[config.mk]
export PLATFORM = sky130hd
export DESIGN_NAME = stall_ctrl
export DESIGN_NICKNAME = d
export VERILOG_FILES = /design/src/rtl/stall_ctrl.sv
export SDC_FILE = /design/constraint.sdc
export NUM_CORES = 1
export LEC_CHECK = 0
export CAP_MARGIN = 20
export CORE_MARGIN = 2
export CORE_UTILIZATION = 48
export CTS_BUF_LIST = sky130_fd_sc_hd__clkbuf_4 sky130_fd_sc_hd__clkbuf_8
export CTS_CLUSTER_SIZE = 14
export DETAILED_ROUTE_END_ITERATION = 10
export GPL_TIMING_DRIVEN = 0
export PLACE_DENSITY = 0.95
export REMOVE_ABC_BUFFERS = 1
export SETUP_SLACK_MARGIN = 0.2
export SYNTH_ARGS = -nofsm -noshare
export SYNTH_HDL_FRONTEND = slang
export SYNTH_SLANG_ARGS = --single-unit
export TNS_END_PERCENT = 30
[constraint.sdc]
create_clock -name clk -period 3.82 [get_ports clk]
set_input_delay 0.764 -clock clk [delete_from_list [all_inputs] [get_ports clk]]
set_output_delay 0.764 -clock clk [all_outputs]
set_load 0.005 [all_outputs]
[src/rtl/stall_ctrl.sv]
// stall_ctrl: pipeline stall/bubble generator driven by per-source counted
// stalls (down-counters) and level holds.
// Optional macro STALL_PERF_EN adds per-source 32-bit stall-cycle counters
// readable through perf_sel; without it perf_cnt is tied to 0.
module stall_ctrl #(
    parameter int                   NUM_SRC   = 4,
    parameter int                   NUM_STAGE = 5,
    parameter int                   CNT_W     = 4,
    parameter logic [3*NUM_SRC-1:0] SRC_STAGE = {3'd3, 3'd3, 3'd1, 3'd0}
) (
    input  logic                                           clk,
    input  logic                                           rst,
    input  logic                                           rdy,
    input  logic [NUM_SRC-1:0]                             req_valid,
    input  logic [NUM_SRC*CNT_W-1:0]                       req_cycles,
    input  logic [NUM_SRC-1:0]                             req_hold,
    input  logic                                           flush,
    input  logic [((NUM_SRC > 1) ? $clog2(NUM_SRC) : 1)-1:0] perf_sel,
    output logic [NUM_STAGE-1:0]                           stall_vec,
    output logic [NUM_STAGE-1:0]                           bubble_vec,
    output logic                                           busy,
    output logic [31:0]                                    perf_cnt
);

    localparam int SEL_W = (NUM_SRC > 1) ? $clog2(NUM_SRC) : 1;

    logic [CNT_W-1:0] cnt     [NUM_SRC];
    logic [CNT_W-1:0] cnt_nxt [NUM_SRC];
    logic [NUM_SRC-1:0] active;

    // Next count: decrement saturating at 0, raised to a longer request only
    always_comb begin
        for (int unsigned i = 0; i < NUM_SRC; i++) begin
            logic [CNT_W-1:0] dec;
            logic [CNT_W-1:0] len;
            dec = (cnt[i] == '0) ? '0 : cnt[i] - 1'b1;
            len = req_cycles[i*CNT_W +: CNT_W];
            cnt_nxt[i] = dec;
            if (req_valid[i] && (len > dec))
                cnt_nxt[i] = len;
        end
    end

    // Counter state: reset beats everything, flush beats requests, rdy=0 freezes
    always_ff @(posedge clk) begin
        if (rst) begin
            for (int unsigned i = 0; i < NUM_SRC; i++)
                cnt[i] <= '0;
        end else if (rdy) begin
            for (int unsigned i = 0; i < NUM_SRC; i++)
                cnt[i] <= flush ? '0 : cnt_nxt[i];
        end
    end

    // Source activity and the stage mask each active source imposes
    always_comb begin
        stall_vec = '0;
        for (int unsigned i = 0; i < NUM_SRC; i++) begin
            active[i] = (cnt[i] != '0) || req_hold[i];
            for (int unsigned k = 0; k < NUM_STAGE; k++) begin
                if (active[i] && ({29'b0, SRC_STAGE[i*3 +: 3]} >= k))
                    stall_vec[k] = 1'b1;
            end
        end
    end

    // A bubble enters the first stage that runs behind a held stage
    always_comb begin
        bubble_vec = '0;
        for (int unsigned k = 1; k < NUM_STAGE; k++)
            bubble_vec[k] = stall_vec[k-1] & ~stall_vec[k];
    end

    assign busy = |stall_vec;

`ifdef STALL_PERF_EN
    logic [31:0] perf_q [NUM_SRC];

    // Saturating stall-cycle counters, one per source
    always_ff @(posedge clk) begin
        if (rst) begin
            for (int unsigned i = 0; i < NUM_SRC; i++)
                perf_q[i] <= '0;
        end else if (rdy) begin
            for (int unsigned i = 0; i < NUM_SRC; i++) begin
                if (active[i] && (perf_q[i] != '1))
                    perf_q[i] <= perf_q[i] + 32'd1;
            end
        end
    end

    // Combinational read; unmatched selects read 0
    always_comb begin
        perf_cnt = '0;
        for (int unsigned i = 0; i < NUM_SRC; i++) begin
            if (perf_sel == SEL_W'(i))
                perf_cnt = perf_q[i];
        end
    end
`else
    logic perf_sel_unused;
    assign perf_sel_unused = ^perf_sel;
    assign perf_cnt = '0;
`endif

endmodule

==> results.toml <==
[run_status]
status = "finished, final reports clean"

[worst_setup_path]
crit_start = "req_hold[2]"
cp.required_ns = 3.06
arrival_ns = 2.83
crit_buf_inv = 2
cp_top_family = "simple AND/OR/NAND/NOR gates"
worstReg2RegStart = "cnt[0][0]"
cpPeakStageDelay_ns = 0.56
path_max_fanout = 4
end_kind = "output port"
worstSetupStartpointType = "input port"
crit_top_cell = "clkdlybuf4s50_1"
critPathSlowestCell = "or4_4"
cp_cell_sequence = "clkdlybuf4s50_1 > nor2_2 > nand4_1 > or4_4 > or3_1 > clkdlybuf4s50_1"
worstSetupPathType = "input port to output port"

[hold_path]
hp-start = "cnt[1][0]"
hold_path.class = "flop to flop"

[floorplanning]
num_rows = 21
dieArea_sq_um = 4070
ios = 73
core_sq_um = 3390
initial_core_util_pct = 50.6
die_w_microns = 63.8
die_h_microns = 63.8

[placed_design]
dp_slack_ns = 0.212
dp_hpwl_mm = 2.69
postPlaceCellArea_sq_um = 1980
portBuffers = 35
finalWeightedCongestion = 0.882

[timing]
relSlewSlack_pct = 52.1
worst_pin_slew_ns = 0.716
rsz0062_at_grt = "yes"
max_freq_ghz = 0.278
worst_slack_ns = 0.227
fin_crit_ns = 3.59
tns_ns = 0
slew_violations = 0
skew_ns = 0.000410
hold_viol = 0
timing.hold.ws_ns = 0.694
min_period_over_period_pct = 94.1
setup_viol = 0

[power_and_ir_drop]
ir_worst_vdd_mv = 0.159
p_leak_nw = 0.802
p_per_area_nw_per_um2 = 232

[detailed_routing]
wl_per_cell_microns = 11.6
drt_wl_total_mm = 3.27
drc = 0
viasPerCell = 5.16
ant_nets = 0
drt_first_pass_iters = 4
dr_total_vias = 1454
drtIter0Drc = 55

[synth]
ys_warn_count = 0
synth_cells = 201
ys_types = 29
async_reset_ff_share_pct = 0
synth_area_sq_um = 1720
synth_edf_count = 16
synth.yosys.seq_area_share_pct = 28.0
ys_seq_elements = 16
syn_area_per_cell_sq_um = 8.54
synth_top_flop_cell = "edfxtp_1"

[cts]
cts_tree = "built"
clock_latency_ns = 0.28
cts_sinks = 16
clock_path_buffers = 2
clkTransAtPathRegs_ns = 0.08
cts_buffers = 3
root_buffer = "clkbuf_4"
htreeDepth = 1

[final_layout]
nets = 284
drive_above_1_share_pct = 5.08
stdcell_area_sq_um = 2020
largest_reg_flops = 16
multiInputGateArea_sq_um = 1070
largestRegisters = "cnt (16)"
seq_area_sq_um = 480
nFillCells = 317
largest-register = "cnt"
area_growth_pct = 17.7
antenna_cells = 0

[global_route]
grt_usage_pct = 16.2
grt_max_degree = 17
grt_pass1_vias = 1307
grt_pass1_wl_mm = 5.38
grt_overflow = 0
antenna_found_initial = 0

[run]
maxCapViolCount = 0
## per-stage QoR
stage               util, %  cells  power, W
floorplan                 -    195  0.000324
global placement       57.9    276  0.000376
finish                 59.6    282  0.000468
CTS                    59.0    280  0.000468
detailed placement     58.4    277  0.000385
global route           59.6    282  0.000504
## worst register-to-register path, delay by kind of cell, from the launching register on
kind	cells	cell delay, ns
DFF	1	0.43
and+or+nand+nor	3	0.61
AOI/OAI and AO/OA	4	0.81
adders and majority gates	1	0.30
## kinds of logic after synthesis
kind of cell / Yosys count / share of synthesized area (%)
AND/OR/NAND/NOR: 74 / 21.8
AO/OA/AOI/OAI: 44 / 17.1
buffers and inverters: 44 / 17.8
adder cells (fa/ha/maj): 16 / 11.7
flip-flops: 16 / 28.0
multiplexers: 6 / 3.50
other: 1 / 0.218
## cells in the mapped netlist (all sizes together) (5+ instances only)
master  number  area share, %
nand4        5            1.8
a211o       10            5.1
a21oi       15            4.4
nor3b        5            2.2
o21ai        5            1.5
ha          16             12
nor3         5            1.5
buf         38             16
nor2b        5            1.8
edfxtp      16             28
o31ai       10            4.4
or2          6            2.3
mux2i        6            3.5
nor2        16            3.5
nand2       25            5.5
## where the power goes
part	switching [W]	internal (W)	total [W]
combinational	0.0000892	0.0000761	0.000165
clock	0.0000491	0.0000366	0.0000857
sequential	0.0000114	0.000206	0.000218
## cells in the final DEF, fill, tap and decap left out, types with 2 or more instances in the layout
cell             netlist  final
ha_1                  16     16
a21oi_1               15     15
o211ai_1               4      4
conb_1                 1     35
nor3b_1                5      4
a211o_1               10     10
edfxtp_1              16     16
mux2i_1                6      6
nand4_1                5      5
or2_1                  3      3
nor3_1                 5      5
clkbuf_4               0      3
nand2_1               25     25
nor2_1                16     15
inv_1                  4      4
buf_4                 37      2
clkdlybuf4s50_1        0     34
o21ai_1                4      4
nor2b_1                5      5
or3_1                  3      3
o31ai_1               10     10
## final timing paths
kind | to | slack [ns] | depth (start not counted)
max | busy | 0.23 | 6
min | cnt[1][0] | 0.69 | 3
max reg2reg | cnt[0][2] | 1.50 | 8
min reg2reg | cnt[1][0] | 0.69 | 3
## timing repair
| item | 4_1_cts | 5_1_grt |
|---|---|---|
| hold endpoints to repair | 0 | 0 |
| resized for setup | 0 | 2 |
| buffers inserted | 0 | 2 |
| setup endpoints to repair | 0 | 2 |
| hold buffers | 0 | 0 |
## per-layer routing
metal	share of wire, %	vias to the layer above	wire, microns	GRT usage [%]
met2	52	45	1700	29.0
li1	-	735	-	-
met1	43	672	1410	19.6
met3	4.9	2	159	4.05
met4	0.18	0	6	3.26
met5	0	-	0	0
## area by class of cell
class	count	share of cell area (%)
Clock buffer	3	1.11
Inverter	4	0.743
Multi-Input combinational cell	175	52.8
Sequential cell	16	23.8
Tap cell	46	2.85
Timing Repair Buffer	38	18.8
Note: power is estimated with default switching activity, not from simulation.
